--- config.mk ---
export PLATFORM = sky130hd
export DESIGN_NAME = uart_tx_arbiter_flat
export DESIGN_NICKNAME = d
export VERILOG_FILES = /design/src/rtl/uart_tx_arbiter_if.sv /design/src/rtl/uart_tx_arbiter.sv /design/src/flat_wrapper.sv
export SDC_FILE = /design/constraint.sdc
export NUM_CORES = 1
export LEC_CHECK = 0
export BUFFER_PORTS_ARGS = -buffer_cell sky130_fd_sc_hd__buf_4
export CAP_MARGIN = 40
export CORE_ASPECT_RATIO = 1.1
export CORE_MARGIN = 2
export CORE_UTILIZATION = 45
export CTS_CLUSTER_DIAMETER = 60
export DETAILED_ROUTE_END_ITERATION = 8
export PLACE_DENSITY = 0.83
export SLEW_MARGIN = 20
export SYNTH_ARGS = -nofsm -noshare
export SYNTH_HDL_FRONTEND = slang
export SYNTH_SLANG_ARGS = --single-unit
export TNS_END_PERCENT = 5
--- constraint.sdc ---
create_clock -name clk -period 2.7 [get_ports clk]
set_clock_uncertainty 0.1 [all_clocks]
set_input_delay 0.27 -clock clk [delete_from_list [all_inputs] [get_ports clk]]
set_output_delay 0.27 -clock clk [all_outputs]
set_load 0.1 [all_outputs]
--- src/rtl/uart_tx_arbiter_if.sv ---
// Requester and uart_tx side signals of the transmit arbiter.
// master = requesters plus the uart_tx busy flag; slave = the arbiter.
interface uart_tx_arbiter_if #(
   parameter int NUM_REQ = 3
);
   localparam int IDW = (NUM_REQ > 1) ? $clog2(NUM_REQ) : 1;

   logic [NUM_REQ-1:0]   req_valid;
   logic [8*NUM_REQ-1:0] req_data;
   logic [NUM_REQ-1:0]   req_ready;
   logic                 tx_start;
   logic [7:0]           tx_data;
   logic                 tx_busy;
   logic [IDW-1:0]       grant_id;
   logic                 active;
   logic                 timeout_err;

   modport master (
      output req_valid, req_data, tx_busy,
      input  req_ready, tx_start, tx_data, grant_id, active, timeout_err
   );

   modport slave (
      input  req_valid, req_data, tx_busy,
      output req_ready, tx_start, tx_data, grant_id, active, timeout_err
   );
endinterface

--- src/rtl/uart_tx_arbiter.sv ---
// Round-robin arbiter sharing one uart_tx among NUM_REQ byte requesters.
// state     | meaning
// IDLE      | waiting for a request while the transmitter is idle
// LAUNCH    | tx_start/req_ready pulse for the granted byte
// WAIT_BUSY | waiting for tx_busy to rise, bounded by BUSY_TIMEOUT
// WAIT_DONE | frame in flight, waiting for tx_busy to fall
module uart_tx_arbiter #(
   parameter int NUM_REQ      = 3,
   parameter int BUSY_TIMEOUT = 4
) (
   input logic              clk,
   input logic              reset,
   uart_tx_arbiter_if.slave bus
);
   localparam int IDW = (NUM_REQ > 1) ? $clog2(NUM_REQ) : 1;
   localparam int TW  = $clog2(BUSY_TIMEOUT);

   typedef enum logic [1:0] {
      IDLE      = 2'd0,
      LAUNCH    = 2'd1,
      WAIT_BUSY = 2'd2,
      WAIT_DONE = 2'd3
   } state_t;

   state_t               state, state_nxt;
   logic [IDW-1:0]       rr_ptr, rr_ptr_nxt;
   logic [TW-1:0]        busy_timer, busy_timer_nxt;
   logic [7:0]           tx_data_q, tx_data_nxt;
   logic [IDW-1:0]       grant_id_q, grant_id_nxt;
   logic [NUM_REQ-1:0]   req_ready_q, req_ready_nxt;
   logic                 tx_start_q, tx_start_nxt;
   logic                 active_q, active_nxt;
   logic                 timeout_err_q, timeout_err_nxt;

   logic                 pick_found;
   logic [IDW-1:0]       pick_id;
   logic [IDW-1:0]       cand;
   int                   idx;

   // Walk from farthest to nearest after rr_ptr so the nearest valid requester wins.
   always_comb begin
      pick_found = 1'b0;
      pick_id    = '0;
      idx        = 0;
      cand       = '0;
      for (int k = NUM_REQ; k >= 1; k--) begin
         idx = int'(rr_ptr) + k;
         if (idx >= NUM_REQ) idx = idx - NUM_REQ;
         cand = IDW'(idx);
         if (bus.req_valid[cand]) begin
            pick_found = 1'b1;
            pick_id    = cand;
         end
      end
   end

   always_comb begin
      state_nxt       = state;
      rr_ptr_nxt      = rr_ptr;
      busy_timer_nxt  = busy_timer;
      tx_data_nxt     = tx_data_q;
      grant_id_nxt    = grant_id_q;
      req_ready_nxt   = '0;
      tx_start_nxt    = 1'b0;
      timeout_err_nxt = 1'b0;
      case (state)
         IDLE: begin
            if (!bus.tx_busy && pick_found) begin
               tx_data_nxt            = bus.req_data[8*pick_id +: 8];
               grant_id_nxt           = pick_id;
               rr_ptr_nxt             = pick_id;
               req_ready_nxt[pick_id] = 1'b1;
               tx_start_nxt           = 1'b1;
               state_nxt              = LAUNCH;
            end
         end
         LAUNCH: begin
            busy_timer_nxt = TW'(BUSY_TIMEOUT - 1);
            state_nxt      = WAIT_BUSY;
         end
         WAIT_BUSY: begin
            if (bus.tx_busy) begin
               state_nxt = WAIT_DONE;
            end else if (busy_timer == '0) begin
               // Transmitter never picked the byte up; drop it, keep rr_ptr advanced.
               timeout_err_nxt = 1'b1;
               state_nxt       = IDLE;
            end else begin
               busy_timer_nxt = busy_timer - 1'b1;
            end
         end
         WAIT_DONE: begin
            if (!bus.tx_busy) state_nxt = IDLE;
         end
         default: state_nxt = IDLE;
      endcase
      active_nxt = (state_nxt != IDLE);
   end

   always_ff @(posedge clk or posedge reset) begin
      if (reset) begin
         state         <= IDLE;
         rr_ptr        <= IDW'(NUM_REQ - 1);
         busy_timer    <= '0;
         tx_data_q     <= '0;
         grant_id_q    <= '0;
         req_ready_q   <= '0;
         tx_start_q    <= 1'b0;
         active_q      <= 1'b0;
         timeout_err_q <= 1'b0;
      end else begin
         state         <= state_nxt;
         rr_ptr        <= rr_ptr_nxt;
         busy_timer    <= busy_timer_nxt;
         tx_data_q     <= tx_data_nxt;
         grant_id_q    <= grant_id_nxt;
         req_ready_q   <= req_ready_nxt;
         tx_start_q    <= tx_start_nxt;
         active_q      <= active_nxt;
         timeout_err_q <= timeout_err_nxt;
      end
   end

   assign bus.req_ready   = req_ready_q;
   assign bus.tx_start    = tx_start_q;
   assign bus.tx_data     = tx_data_q;
   assign bus.grant_id    = grant_id_q;
   assign bus.active      = active_q;
   assign bus.timeout_err = timeout_err_q;
endmodule
--- src/flat_wrapper.sv ---
// flat-port wrapper written by rule: the top's interface ports become plain ports
module uart_tx_arbiter_flat 
#(
   parameter int NUM_REQ      = 3,
   parameter int BUSY_TIMEOUT = 4
)
  (clk, reset, bus_req_valid, bus_req_data, bus_tx_busy, bus_req_ready, bus_tx_start, bus_tx_data, bus_grant_id, bus_active, bus_timeout_err);
  uart_tx_arbiter_if #(.NUM_REQ(NUM_REQ)) bus_i ();
  input logic clk;
  input logic reset;
  input wire logic [$bits(bus_i.req_valid)-1:0] bus_req_valid;
  input wire logic [$bits(bus_i.req_data)-1:0] bus_req_data;
  input wire logic [$bits(bus_i.tx_busy)-1:0] bus_tx_busy;
  output wire logic [$bits(bus_i.req_ready)-1:0] bus_req_ready;
  output wire logic [$bits(bus_i.tx_start)-1:0] bus_tx_start;
  output wire logic [$bits(bus_i.tx_data)-1:0] bus_tx_data;
  output wire logic [$bits(bus_i.grant_id)-1:0] bus_grant_id;
  output wire logic [$bits(bus_i.active)-1:0] bus_active;
  output wire logic [$bits(bus_i.timeout_err)-1:0] bus_timeout_err;
  assign bus_i.req_valid = bus_req_valid;
  assign bus_i.req_data = bus_req_data;
  assign bus_i.tx_busy = bus_tx_busy;
  assign bus_req_ready = bus_i.req_ready;
  assign bus_tx_start = bus_i.tx_start;
  assign bus_tx_data = bus_i.tx_data;
  assign bus_grant_id = bus_i.grant_id;
  assign bus_active = bus_i.active;
  assign bus_timeout_err = bus_i.timeout_err;
  uart_tx_arbiter #(.NUM_REQ(NUM_REQ), .BUSY_TIMEOUT(BUSY_TIMEOUT)) u_core (.clk(clk), .reset(reset), .bus(bus_i));
endmodule
==> results.sh <==
export IMPL_antenna_found_initial=0
export IMPL_drtPass1Iterations=4
export IMPL_cts_htree_levels=1
export IMPL_worst_pin_slew_ns=0.773
export IMPL_clk_latency_ns=0.29
export IMPL_drtIter0Drc=26
export IMPL_routed_wl_um=2590
export IMPL_clk_transition_reported_paths_ns=0.11
export IMPL_layout_nets=204
export IMPL_fillers=203
export IMPL_endpoint_kind="flop"
export IMPL_synthXorXnorAreaFrac_pct=0
export IMPL_cts_tree="built"
export IMPL_postRouteAntennaNets=0
export IMPL_rsz0062_at_grt="false"
export IMPL_setup_ws_ns=0.265
export IMPL_hold_violations=0
export IMPL_finalSetupViolations=0
export IMPL_detail_route_wl_per_cell_um=12.9
export IMPL_power_density_nw_per_um2=1220
export IMPL_hp_class="in2reg"
export IMPL_worstSetupPathType="reg2reg"
export IMPL_place_ws_ns=0.231
export IMPL_syn_num_nets=157
export IMPL_synthAdderAreaFrac_pct=4.34
export IMPL_layout_drive_gt1_share_pct=32.5
export IMPL_maxSlewViolCount=0
export IMPL_grt_start_max_net_pins=22
export IMPL_setup_tns_ns=0
export IMPL_drc=0
export IMPL_vias=1064
export IMPL_numCtsBuffers=3
export IMPL_multi_input_area_um2=544
export IMPL_syn_area_um2=1150
export IMPL_ys_seq_elements=21
export IMPL_seq_area_frac_synth_pct=45.7
export IMPL_area_growth_pct=34.9
export IMPL_hpwl_um=2000
export IMPL_finalCriticalPeriod_ns=2.44
export IMPL_muxShareOfSynthArea_pct=7.81
export IMPL_p_leak_nw=0.810
export IMPL_grtUsageTotal_pct=19.0
export IMPL_dieArea_um2=2990
export IMPL_status="finished clean"
export IMPL_worst_endpoint_required_ns=2.75
export IMPL_ios=46
export IMPL_yosysUniqueCellTypes=30
export IMPL_gp_congestion=0.831
export IMPL_synth_compound_area_share_pct=20.4
export IMPL_grt_pass1_wl_um=4300
export IMPL_final_cell_count_no_fill=200
export IMPL_synth_ff_type="dfrtp_1"
export IMPL_row_count=19
export IMPL_yosys_area_share_simple_pct=14.6
export IMPL_initial_core_util_pct=46.7
export IMPL_fp_dieH_um=57.1
export IMPL_synthTopCellsByCount="nand2_1 (23), dfrtp_1 (20), inv_1 (10)"
export IMPL_maxCapViolCount=0
export IMPL_slew_headroom_pct=48.1
export IMPL_critPathLaunchType="flop"
export IMPL_root_buffer="clkbuf_4"
export IMPL_syn_avg_cell_area_um2=9.38
export IMPL_yosysMostFrequentCell="nand2_1"
export IMPL_ys_warn_count=0
export IMPL_crit_fanout=11
export IMPL_synth_top_area_share_pct=43.4
export IMPL_synth_area_leader_cell="dfrtp_1"
export IMPL_cts_sinks=21
export IMPL_synth_area_leaders="dfrtp_1 (43%), mux2i_1 (7.8%), nand2_1 (7.5%), o221ai_1 (6.8%), ha_1 (4.3%)"
export IMPL_regToRegSetupSlack_ns=0.26
export IMPL_cp_data_arrival_time_ns=2.48
export IMPL_grt_pass1_vias=995
export IMPL_placed_cells=194
export IMPL_min_period_over_period_pct=90.2
export IMPL_core_area_um2=2470
export IMPL_die_w_um=52.3
export IMPL_cts_buffer_depth=2
export IMPL_avgViaCountPerCell=5.32
export IMPL_antenna_cells=0
export IMPL_cts_resized=0
export IMPL_synth_edf_count=0
export IMPL_synthCells=123
export IMPL_max_freq_mhz=411
export IMPL_portBuffers=45
export IMPL_async_flop_share_pct=100
export IMPL_synth_top_family_by_area="compound AO/OA/AOI/OAI gates"
export IMPL_seq_area_um2=527
export IMPL_ir_drop_uv=1010
export IMPL_gr_total_overflow=0
layout by cell type (no fill, tap or decap), types with 3 or more instances in the layout:
| cell type | instances |
|---|---|
| clkbuf_4 | 3 |
| dfrtp_1 | 20 |
| mux2i_1 | 9 |
| ha_1 | 4 |
| inv_1 | 10 |
| o221ai_1 | 9 |
| nand2b_1 | 3 |
| nand2_1 | 23 |
| nor2_1 | 8 |
| a21oi_1 | 6 |
| buf_4 | 47 |
| o21ai_0 | 3 |
worst max-delay path, stage by stage, from the launching register on:
cell	delay, ns
dfstp_2	0.55
inv_1	0.06
ha_1	0.42
mux2i_1	0.21
nor2_1	0.09
o21ai_1	0.62
o221ai_1	0.23
cells by family (layout without fill, tap and decap cells):
| kind of cell | after synthesis | in the layout |
|---|---|---|
| flip-flops | 21 | 21 |
| buffers and inverters | 18 | 64 |
| adder cells (fa/ha/maj) | 4 | 4 |
| AO/OA/AOI/OAI | 31 | 31 |
| multiplexers | 9 | 9 |
| AND/OR/NAND/NOR | 40 | 40 |
path summary, 6_finish.rpt:
path,startpoint,end,depth (start not counted)
worst max-delay path,u_core.rr_ptr[1],u_core.bus.tx_data[4],6
worst min-delay path,bus_tx_busy,u_core.bus.timeout_err,2
worst max register to register,u_core.rr_ptr[1],u_core.bus.tx_data[4],6
worst min register to register,u_core.bus.tx_data[4],u_core.bus.tx_data[4],2
max in group asynchronous,reset,u_core.rr_ptr[1],4
min in group asynchronous,reset,u_core.bus.grant_id[1],3
report_power, final:
part           internal [mW]  switching, mW  total, mW
Sequential             0.425         0.0831      0.509
Combinational          0.344          0.904       1.25
Clock                 0.0550         0.0906      0.146
Total                  0.825           1.08       1.90
metrics by stage:
step / total power [mW] / hold WS (ns) / utilization (%) / area, µm²
6_report: 1.90 / 0.0704 / 63.0 / 1560
5_1_grt: 2.02 / 0.0651 / 63.0 / 1560
4_1_cts: 1.91 / 0.0197 / 61.9 / 1530
3_5_place_dp: 1.76 / 0.352 / 60.8 / 1500
3_3_place_gp: 1.73 / 0.344 / 60.8 / 1500
2_1_floorplan: 1.51 / 0.146 / - / 1150
routing by layer:
metal | global-route usage (%) | up-vias | routed length [µm]
li1 | - | 521 | -
met1 | 24.5 | 486 | 1080
met2 | 30.7 | 49 | 1270
met3 | 2.88 | 8 | 178
met4 | 9.52 | 0 | 61
met5 | 0 | - | 0
registers in the layout, indices dropped and copies added, names as in the netlist:
register / cells
u_core.bus.active: 1
u_core.bus.grant_id: 1
u_core.bus.req_ready: 3
u_core.bus.timeout_err: 1
u_core.bus.tx_data: 8
u_core.bus.tx_start: 1
u_core.busy_timer: 2
u_core.rr_ptr: 2
u_core.state: 2
layout make-up:
type	count	share of cell area, %
clock buffers	3	1.45
clock inverters	1	0.322
inverters	11	2.65
multi-input cells	84	35.0
flip-flops and latches	21	33.8
well taps	31	2.49
repair buffers	49	24.3
what timing repair did:
item	4_1_cts	5_1_grt
setup buffers	0	0
hold buffers	0	1
hold endpoints to repair	0	20
Power figures use the tool's default switching activity.
